[src/rtl/vga_pkg.sv]
// vga_pkg: shared 640x480@60 timing constants, derived sync windows
// and the 10-bit raster coordinate type used by the timing generator.
package vga_pkg;

   localparam int VGA_H_VISIBLE = 640;
   localparam int VGA_H_FRONT   = 16;
   localparam int VGA_H_SYNC    = 96;
   localparam int VGA_H_BACK    = 48;

   localparam int VGA_V_VISIBLE = 480;
   localparam int VGA_V_FRONT   = 10;
   localparam int VGA_V_SYNC    = 2;
   localparam int VGA_V_BACK    = 33;

   localparam int VGA_H_TOTAL =
      VGA_H_VISIBLE + VGA_H_FRONT + VGA_H_SYNC + VGA_H_BACK;
   localparam int VGA_V_TOTAL =
      VGA_V_VISIBLE + VGA_V_FRONT + VGA_V_SYNC + VGA_V_BACK;

   localparam int VGA_HS_START = VGA_H_VISIBLE + VGA_H_FRONT;
   localparam int VGA_HS_END   = VGA_HS_START + VGA_H_SYNC;
   localparam int VGA_VS_START = VGA_V_VISIBLE + VGA_V_FRONT;
   localparam int VGA_VS_END   = VGA_VS_START + VGA_V_SYNC;

   localparam int COORD_W = 10;

   typedef logic [COORD_W-1:0] coord_t;

   typedef struct packed {
      logic   hs;
      logic   vs;
      coord_t x;
      coord_t y;
      logic   visible;
   } pix_out_t;

   function automatic coord_t to_coord(input int v);
      return coord_t'(v);
   endfunction

endpackage

[src/rtl/vga_axis_counter.sv]
// vga_axis_counter: one raster axis. Wrapping counter advanced by
// 'advance'; ports: clk, reset, advance -> count, last, in_visible, in_sync.
module vga_axis_counter
   import vga_pkg::*;
#(
   parameter int TOTAL      = VGA_H_TOTAL,
   parameter int VISIBLE    = VGA_H_VISIBLE,
   parameter int SYNC_START = VGA_HS_START,
   parameter int SYNC_END   = VGA_HS_END
) (
   input  logic   clk,
   input  logic   reset,
   input  logic   advance,
   output coord_t count,
   output logic   last,
   output logic   in_visible,
   output logic   in_sync
);

   localparam coord_t LAST_C  = to_coord(TOTAL - 1);
   localparam coord_t VIS_C   = to_coord(VISIBLE);
   localparam coord_t SYNC_LO = to_coord(SYNC_START);
   localparam coord_t SYNC_HI = to_coord(SYNC_END);

   always_ff @(posedge clk or posedge reset) begin
      if (reset) begin
         count <= '0;
      end else if (advance) begin
         if (last) count <= '0;
         else      count <= count + coord_t'(1);
      end
   end

   assign last       = (count == LAST_C);
   assign in_visible = (count < VIS_C);
   assign in_sync    = (count >= SYNC_LO) && (count < SYNC_HI);

endmodule

[src/rtl/vga_timing_gen.sv]
// vga_timing_gen: 640x480@60 raster timing from CLOCK_50 with a /2 pixel
// enable. Ports: CLOCK_50, reset -> hs, vs, x_ord, y_ord, visible,
// pixel_clk, line_start, frame_start (all registered).
module vga_timing_gen
   import vga_pkg::*;
#(
   parameter int   H_VISIBLE   = VGA_H_VISIBLE,
   parameter int   H_FRONT     = VGA_H_FRONT,
   parameter int   H_SYNC      = VGA_H_SYNC,
   parameter int   H_BACK      = VGA_H_BACK,
   parameter int   V_VISIBLE   = VGA_V_VISIBLE,
   parameter int   V_FRONT     = VGA_V_FRONT,
   parameter int   V_SYNC      = VGA_V_SYNC,
   parameter int   V_BACK      = VGA_V_BACK,
   parameter logic SYNC_ACTIVE = 1'b0
) (
   input  logic   CLOCK_50,
   input  logic   reset,
   output logic   hs,
   output logic   vs,
   output coord_t x_ord,
   output coord_t y_ord,
   output logic   visible,
   output logic   pixel_clk,
   output logic   line_start,
   output logic   frame_start
);

   localparam int H_TOTAL  = H_VISIBLE + H_FRONT + H_SYNC + H_BACK;
   localparam int V_TOTAL  = V_VISIBLE + V_FRONT + V_SYNC + V_BACK;
   localparam int HS_START = H_VISIBLE + H_FRONT;
   localparam int VS_START = V_VISIBLE + V_FRONT;

   logic     pix_en;
   logic     running;
   logic     tick;
   logic     line_org;
   logic     frame_org;
   coord_t   h_cnt;
   coord_t   v_cnt;
   logic     h_last;
   logic     v_last;
   logic     h_vis;
   logic     v_vis;
   logic     h_sync;
   logic     v_sync;
   pix_out_t nxt;

   assign tick = pix_en;

   vga_axis_counter #(
      .TOTAL      (H_TOTAL),
      .VISIBLE    (H_VISIBLE),
      .SYNC_START (HS_START),
      .SYNC_END   (HS_START + H_SYNC)
   ) u_h (
      .clk        (CLOCK_50),
      .reset      (reset),
      .advance    (tick),
      .count      (h_cnt),
      .last       (h_last),
      .in_visible (h_vis),
      .in_sync    (h_sync)
   );

   vga_axis_counter #(
      .TOTAL      (V_TOTAL),
      .VISIBLE    (V_VISIBLE),
      .SYNC_START (VS_START),
      .SYNC_END   (VS_START + V_SYNC)
   ) u_v (
      .clk        (CLOCK_50),
      .reset      (reset),
      .advance    (tick & h_last),
      .count      (v_cnt),
      .last       (v_last),
      .in_visible (v_vis),
      .in_sync    (v_sync)
   );

   always_comb begin
      nxt         = '0;
      nxt.hs      = h_sync ? SYNC_ACTIVE : ~SYNC_ACTIVE;
      nxt.vs      = v_sync ? SYNC_ACTIVE : ~SYNC_ACTIVE;
      nxt.x       = h_cnt;
      nxt.y       = v_cnt;
      nxt.visible = h_vis & v_vis;
   end

   // Divider, pixel clock and strobes update on every edge.
   // pixel_clk only starts once the first pixel has been loaded so its
   // first rising edge lands mid-pixel. line_org/frame_org remember
   // that the counters sit on a line/frame origin (after reset or a wrap).
   always_ff @(posedge CLOCK_50 or posedge reset) begin
      if (reset) begin
         pix_en      <= 1'b0;
         running     <= 1'b0;
         pixel_clk   <= 1'b0;
         line_start  <= 1'b0;
         frame_start <= 1'b0;
         line_org    <= 1'b1;
         frame_org   <= 1'b1;
      end else begin
         pix_en      <= ~pix_en;
         running     <= running | pix_en;
         pixel_clk   <= ~pix_en & running;
         line_start  <= tick & line_org;
         frame_start <= tick & frame_org;
         if (tick) begin
            line_org  <= h_last;
            frame_org <= h_last & v_last;
         end
      end
   end

   // Outputs carry the decode of the pixel the counters held at the tick.
   always_ff @(posedge CLOCK_50 or posedge reset) begin
      if (reset) begin
         hs      <= ~SYNC_ACTIVE;
         vs      <= ~SYNC_ACTIVE;
         x_ord   <= '0;
         y_ord   <= '0;
         visible <= 1'b0;
      end else if (tick) begin
         hs      <= nxt.hs;
         vs      <= nxt.vs;
         x_ord   <= nxt.x;
         y_ord   <= nxt.y;
         visible <= nxt.visible;
      end
   end

endmodule

[config.mk]
export PLATFORM = sky130hd
export DESIGN_NAME = vga_timing_gen
export DESIGN_NICKNAME = d
export VERILOG_FILES = /design/src/rtl/vga_pkg.sv /design/src/rtl/vga_axis_counter.sv /design/src/rtl/vga_timing_gen.sv
export SDC_FILE = /design/constraint.sdc
export NUM_CORES = 1
export LEC_CHECK = 0
export CAP_MARGIN = 20
export CORE_ASPECT_RATIO = 0.5
export CORE_MARGIN = 2
export CORE_UTILIZATION = 50
export CTS_CLUSTER_SIZE = 10
export DETAILED_ROUTE_END_ITERATION = 10
export DONT_BUFFER_PORTS = 1
export HOLD_SLACK_MARGIN = 0.15
export MAX_ROUTING_LAYER = met4
export PLACE_DENSITY_LB_ADDON = 0.25
export SETUP_SLACK_MARGIN = 0.5
export SLEW_MARGIN = 0
export SYNTH_ARGS = -nofsm -noshare
export SYNTH_HDL_FRONTEND = slang
export SYNTH_HIERARCHICAL = 1
export SYNTH_SLANG_ARGS = --single-unit
[constraint.sdc]
create_clock -name CLOCK_50 -period 2 [get_ports CLOCK_50]
set_input_delay 0.3 -clock CLOCK_50 [delete_from_list [all_inputs] [get_ports CLOCK_50]]
set_output_delay 0.3 -clock CLOCK_50 [all_outputs]
set_load 0.005 [all_outputs]
# Word-level counts from Yosys, hierarchy flattened

Index checks and enable logic that the tools add are counted.

Input port bits: 2
Memory bits (read-only): 0
Output and inout port bits: 26
RAM bits: 0
Logic and storage cells: 38
Memories kept: 0
Flip-flop bits (word level): 50
Bits in latches: 0

$mul: 0
Equal/unequal tests: 2
Bitwise gates (word level): 8
Shifts and indexed selects: 0
Add/sub/neg operators: 2
Muxes and demuxes: 4
Reductions and logical operators: 2
Magnitude comparators: 6
Div/mod/pow operators: 0

Operator list:

| cell                                                        | number |
|---|---|
| adder 10 x 1 -> 10 bit, second input constant               | 2 |
| == test 10 bit, second input constant                       | 2 |
| less-than comparator 10 bit, second input constant          | 2 |
| less-than comparator 10 x 9 -> 1 bit, second input constant | 2 |
| two-way mux 10 bit                                          | 2 |
| >= comparator 10 bit, second input constant                 | 1 |
| >= comparator 10 x 9 -> 1 bit, second input constant        | 1 |
| bitwise AND 1 bit                                           | 6 |
| logical AND 1 bit                                           | 2 |
| two-way mux 1 bit                                           | 2 |
| inverter 1 bit                                              | 1 |
| OR 1 bit                                                    | 1 |

# Depth between registers and ports, before layout

Gate-level depths: netlist of the first run.

Depth in word-level cells: 3
Gate-level depth with buffers: 9
Depth with buffers taken out: 8

# Hierarchy

Netlist of the first run, hierarchy kept.

By module, submodules not included:

| module                 | area each (um^2) | sequential area each (um^2) | times used | cells each |
|---|---|---|---|---|
| vga_timing_gen         | 1104.8           | 755.7                       | 1          | 69 |
| vga_axis_counter (u_v) | 575.6            | 250.2                       | 1          | 61 |
| vga_axis_counter (u_h) | 563.0            | 250.2                       | 1          | 60 |

# Worst setup path after synthesis of the first run

No wires, ideal clock.

Path kind: register -> register
Start point: reg u_h.count[6]
End point: reg u_v.count[6]
Buffers on the path: 1
Library setup time: 0.125 ns
Required time: 1.875 ns
Setup slack: 0.168 ns
Stages on the path, launching flop included: 9
Clock period less this slack: 1.832 ns
Arrival time: 1.707 ns
Cell sequence: dfrtp_1 > or2_1 > nor3_1 > and2_4 > buf_2 > nand3_1 > nor2_1 > nand3_1 > xnor2_1

Longest elaborated chain between the ends: 2

Ends and longest elaborated chain:

| element                | line                   | text |
|---|---|---|
| from (decl)            | vga_axis_counter.sv:14 | `output coord_t count,` |
| from (signal assigned) | vga_axis_counter.sv:30 | `else count <= count + coord_t'(1);` |
| == test 10 bit         | vga_axis_counter.sv:34 | `assign last = (count == LAST_C);` |
| net h_last             | vga_timing_gen.sv:41   | `logic h_last;` |
| bitwise AND 1 bit      | vga_timing_gen.sv:74   | `.advance (tick & h_last),` |
| to (signal assigned)   | vga_axis_counter.sv:30 |  |
| to (decl)              | vga_axis_counter.sv:14 |  |

The timed path passes the listed nets, and every way through them passes these cells.
A chain may end at the register's enable or synchronous reset.

# Worst setup path after layout of the first run

Start point: reg u_h.count[6]
End point: reg u_v.count[8]

Same word-level chain as after synthesis.

==> impl_results.md, run 1 <==
- Fillers: approximately 360
- Clock Tree Root: clkbuf_8
- Compound-gate portion of the synthesized area: 6.86%
- H-tree levels: 2
- Commonest non-fill, non-tap cells in the layout: dfrtp_1, mux2_2, buf_4
- Worst Tran Pin Value: 0.404 ns
- Commonest non-fill, non-tap cell in the layout: dfrtp_1
- Maximum clock frequency: between 600 and 700 MHz
- DRC: 0
- Diodes inserted: 0
- Share of cells above drive strength 1: approximately a third
- Final WL: between 4000 and 5000 um
- Seq cells post-synth: 50
- Global route total overflow: 0
- Post-Synth Simple-Gate Area: 15.8%
- Total Routing Usage GR: between 15 and 20%
- First-pass GRT wire length: ~7000 um
- Slew HR: approximately 73%
- Maximum vdd ir drop: between 0.0003 and 0.0004 V
- Setup TNS: 0 ns
- Worst Path Required: ~2.2 ns
- Post-synth EDFFs: 0
- Crit. End Element: flop
- Clock Pin Slew Worst Setup and Hold Paths: ~0.09 ns
- Clock insertion delay at the later pin of the skew report: about 0.29 ns
- Clock buffer depth: 2
- Post-Syn Area: roughly 0.0022 mm^2
- Post-Synthesis Cells: 190
- Final #Nets: 217
- Result of the run: complete, no violations
- Prevailing post-synth register cell: dfrtp_1
- Initial core utilization: 51.4%
- WS Path Type: reg -> reg
- Core area: between 0.004 and 0.005 mm^2
- Antenna violations before repair: 0
- Detailed placer's ending HPWL: roughly 2700 um
- Starting DRT DRC Count: 62
- Final RePlAce weighted congestion: slightly above 0.8
- Largest net degree at the start of global routing: 30
- Worst setup SP type: flop
- Distinct cells, synth: 44
- WP data arrival: 1.79 ns
- Register area share after synthesis: between 50% and 60%
- First-pass DRT Iterations: 4
- Hold WS: 0.340 ns
- FF-to-FF setup slack: ~0.39 ns
- Syn Area/Cell: roughly 12 um^2
- Fin. max-slew vios: 0
- DR vias: 1473
- Row count: 17
- Die ar.: around 0.0051 mm^2
- PwrDens: around 610 mW/mm^2
- Placement Cell Area: ~0.0023 mm^2
- Drt wl/cell: between 15 and 20 um
- Final Critical Period: ~1.6 ns
- Vias in the first global route: 1458
- CTS sink cnt: 50
- Hold WC Path Type: in -> async
- Total power: between 1.5 and 2 mW
- Vias per std cell: roughly 5.5
- Final count of hold timing violations: 0
- Post-synthesis mux area share: about 11%
- Leak pwr: roughly 1.2 nW
- Antenna Nets Post-Route: 0
- # setup viols final: 0
- Max-Cap Viols: 0
- Synthesized Nets: around 200
- Synth-to-layout area growth: 14.6%
- CTS tree: built
- Clock Skews: 0.00819 ns
- Fin crit share: 80.7%
- Chip Width: 98.7 um
- Largest family of logic cells by synthesized area: simple AND/OR/NAND/NOR gates
- Xor/xnor cell area share of the yosys netlist: about 4%
- Syn. warnings: 6
- Final instance area: around 0.0026 mm^2
- Post-synth ARST share: 100%
- Chip height: approximately 50 um
- Adder-cell area share of the yosys netlist: 2.23%
- Number of port buffers: 0
- Total CTS buffers: 5
- Critical path peak fanout: 4
- RSZ-0062 raised after global routing: true
- # IOs: 28
[sequential cells by signal, summed over array words and instances (netlist names), 10 cells and up]
signal	count
x_ord	10
u_v/count	10
u_h/count	10
y_ord	10
[cell usage after synthesis, types with 2 or more instances]
cell type,n,share of area (%)
mux2_2,21,11
nand4_1,3,0.84
a21oi_1,3,0.67
nand3_1,10,2.2
dfstp_2,4,4.7
buf_6,2,1.0
dfrtp_1,46,51
nor2_1,6,1.0
nand4b_1,2,0.78
o31ai_1,2,0.67
nor3_1,6,1.3
a31oi_1,4,1.1
and2_1,2,0.56
and3_1,3,0.84
xnor2_1,9,3.5
nand2_1,14,2.3
inv_1,11,1.8
buf_2,4,0.89
ha_1,4,2.2
nand2b_1,3,0.84
o21ai_0,8,1.8
[stage by stage]
stage / utilization [%] / instances / worst slack (ns)
2_1_floorplan: - / 190 / 0.261
3_3_place_gp: 53.5 / 245 / 0.213
3_5_place_dp: 53.5 / 245 / 0.131
4_1_cts: 58.1 / 263 / 0.410
5_1_grt: 59.0 / 268 / 0.306
6_report: 59.0 / 268 / 0.386
[cells by family after synthesis]
family,count (synthesis)
AOI/OAI and AO/OA,24
xor gates and xnor gates,10
DFF,50
adders and majority gates,4
muxes,22
and+or+nand+nor,61
buffers and inverters,19
[per-layer routing]
layer | wire (um) | global-route usage [%]
met5 | 0 | -
met4 | 24 | 3.42
met3 | 122 | 4.51
met2 | 1940 | 28.9
met1 | 2050 | 24.6
[repair_timing]
item,CTS,global route
hold endpoints to repair,46,0
hold buffers,1,0
setup endpoints to repair,11,13
setup buffers,10,5
pin swaps,5,3
gates resized for setup,9,2
gates cloned,0,0
[final cells by class]
cell class	instances	area [um^2]	share of cell area, %
clock buffer	5	68.8	2.68
timing repair buffer	21	160	6.23
sequential	50	1260	49.1
multi-input combinational	121	955	37.1
inverter	12	45.0	1.75
clock inverter	2	10.0	0.389
tap	57	71.3	2.77
[where the power goes]
group / switching, mW / internal, mW
clock: 0.310 / 0.236
sequential: 0 / 1.01
combinational: 0.0204 / 0.00304
[path summary, 6_finish.rpt]
kind	start	end	depth (start not counted)
worst max-delay path	u_h/count[6]	u_v/count[8]	7
max in group asynchronous	reset	hs	3
worst min-delay path	reset	y_ord[9]	2
worst max register to register	u_h/count[6]	u_v/count[8]	7
worst min register to register	running	running	1
min in group CLOCK_50	running	running	1
[worst max-delay path, cell delays in order (launching register included)]
cell and delay, ns:
dfrtp_2 0.41, or2_4 0.25, nor3_2 0.14, and2_4 0.20, nand3_4 0.10, nor2_4 0.16, nand3_2 0.10, xnor2_1 0.15
Note: power is estimated with default switching activity, not from simulation.
==> inputs of run 2 (changes only) <==
Clock period 2 ns to 1.4 ns, I/O delays scaled along.
==> impl_results.md, run 2 (synthesis results as in run 1) <==
- Synth-to-layout area growth: 37.6%
- Row count: 17
- WP data arrival: around 1.8 ns
- Leak pwr: between 1 and 1.5 nW
- Worst path bufs/invs: 0
- Uppermost layer routed: met4
- Die ar.: slightly above 0.005 mm^2
- DR vias: between 1500 and 2000
- Chip Width: between 90 and 100 um
- Max-Cap Viols: 0
- Worst Tran Pin Value: 0.435 ns
- Result of the run: complete, but fails checks
- Final Critical Period: 1.59 ns
- First-pass GRT wire length: 7650 um
- Maximum vdd ir drop: ~0.00043 V
- # IOs: 28
- Fin crit share: 113%
- Final #Nets: roughly 240
- Vias in the first global route: between 1500 and 2000
- Antenna violations before repair: 0
- Crit. End Element: flop
- Starting DRT DRC Count: 41
- Vias per std cell: 5.38
- Wire length on met1: 2240 um
- Total power: about 2.5 mW
- Slew HR: a little under three quarters
- Violated checks: setup timing
- CTS tree: built
- Total CTS buffers: 5
- Total Routing Usage GR: 20.6%
- Worst Path Required: about 1.6 ns
- Critical path peak fanout: 4
- Global route total overflow: 0
- First-pass DRT Iterations: 5
- Met2 WL: approximately 2400 um
- Initial core utilization: a little over 50%
- Fin. max-slew vios: 0
- Core area: 0.00436 mm^2
- DRC: 0
- Clock Skews: around 0.013 ns
- PwrDens: around 800 mW/mm^2
- Chip height: 51.4 um
- CTS sink cnt: 50
- Slowest CP cell: dfrtp_1
- Setup ws final: -0.186 ns
- RSZ-0062 raised after global routing: true
- Final WL: 4780 um
- CP max stage delay: 0.38 ns
- # setup viols final: 15
- Maximum clock frequency: between 600 and 700 MHz
- Drt wl/cell: around 16 um
- Hold WC Path Type: in -> async
- Diodes inserted: 0
- Clock insertion delay at the later pin of the skew report: just over 0.3 ns
- Clock buffer depth: 2
- Hold WS: about 0.35 ns
- Detailed placer's ending HPWL: roughly 3000 um
- Final instance area: about 0.003 mm^2
- Final count of hold timing violations: 0
- Clock Pin Slew Worst Setup and Hold Paths: 0.10 ns
- Met3 wire length: ~120 um
- Critical path, cell by cell: nand4b_1 -> nor3_2 -> and2_4 -> nand3_4 -> nor2_4 -> nand4_1 -> xnor2_1
- Commonest non-fill, non-tap cells in the layout: dfrtp_1, buf_4, mux2_4, buf_6, nand2_1
- Setup TNS: -1.62 ns
- Placement Cell Area: between 0.002 and 0.003 mm^2
- WS Path Type: reg -> reg
- Largest net degree at the start of global routing: 31
- Top delay family on crit path: simple AND/OR/NAND/NOR gates
- H-tree levels: 2
- Commonest non-fill, non-tap cell in the layout: dfrtp_1
- Clock Tree Root: clkbuf_8
- Final RePlAce weighted congestion: approximately 0.80
- Share of cells above drive strength 1: between 40% and 50%
- Antenna Nets Post-Route: 0
- Number of port buffers: 0
- Util after Layout: 70.8%
- Worst setup SP type: flop
-- run 2: changes by cell type in the layout (fill, tap and decap cells not counted), moves of 4 or more --
cell,previous run,this run
mux2_4,0,15
buf_6,0,15
nor3_1,5,1
o21ai_0,7,3
buf_4,20,24
mux2_2,21,6
-- run 2: report_power, final --
group	internal, mW	switching, mW
combinational	0.00435	0.0295
clock	0.583	0.475
sequential	1.44	0
total	2.03	0.505
-- run 2: through the flow --
stage	instances	setup WS (ns)
6_report	290	-0.186
3_3_place_gp	266	-0.188
4_1_cts	285	-0.175
3_5_place_dp	266	-0.251
5_1_grt	290	-0.329
2_1_floorplan	190	-0.338
-- run 2: per-layer routing --
| layer | up-vias | global-route usage [%] |
|---|---|---|
| li1 | 754 | - |
| met1 | 781 | 26.3 |
| met2 | 20 | 33.1 |
| met3 | 5 | 4.92 |
| met4 | 0 | 6.85 |
| met5 | - | - |
-- run 2: cell type report --
cell class	count	area [um^2]
fillers	276	1270
flip-flops and latches	50	1260
multi-input cells	121	1180
repair buffers	42	402
clock buffers	7	86.3
well taps	57	71.3
inverters	12	60.1
clock inverters	1	30.0
-- run 2: worst paths after layout --
check | depth (start not counted) | start | to | slack [ns]
hold / removal | 2 | reset | u_v/count[9] | 0.35
setup / recovery | 7 | u_h/count[7] | u_v/count[7] | -0.19
setup reg to reg | 7 | u_h/count[7] | u_v/count[7] | -0.19
max in group asynchronous | 3 | reset | vs | 0.62
min in group CLOCK_50 | 1 | running | running | 0.48
hold reg to reg | 1 | running | running | 0.48
-- run 2: what timing repair did --
item	CTS	global route
resized for setup	37	24
hold buffers	1	0
cloned	1	0
buffers inserted	9	5
hold endpoints to repair	46	0
pin swaps	13	3
endpoints found under the setup margin	76	76
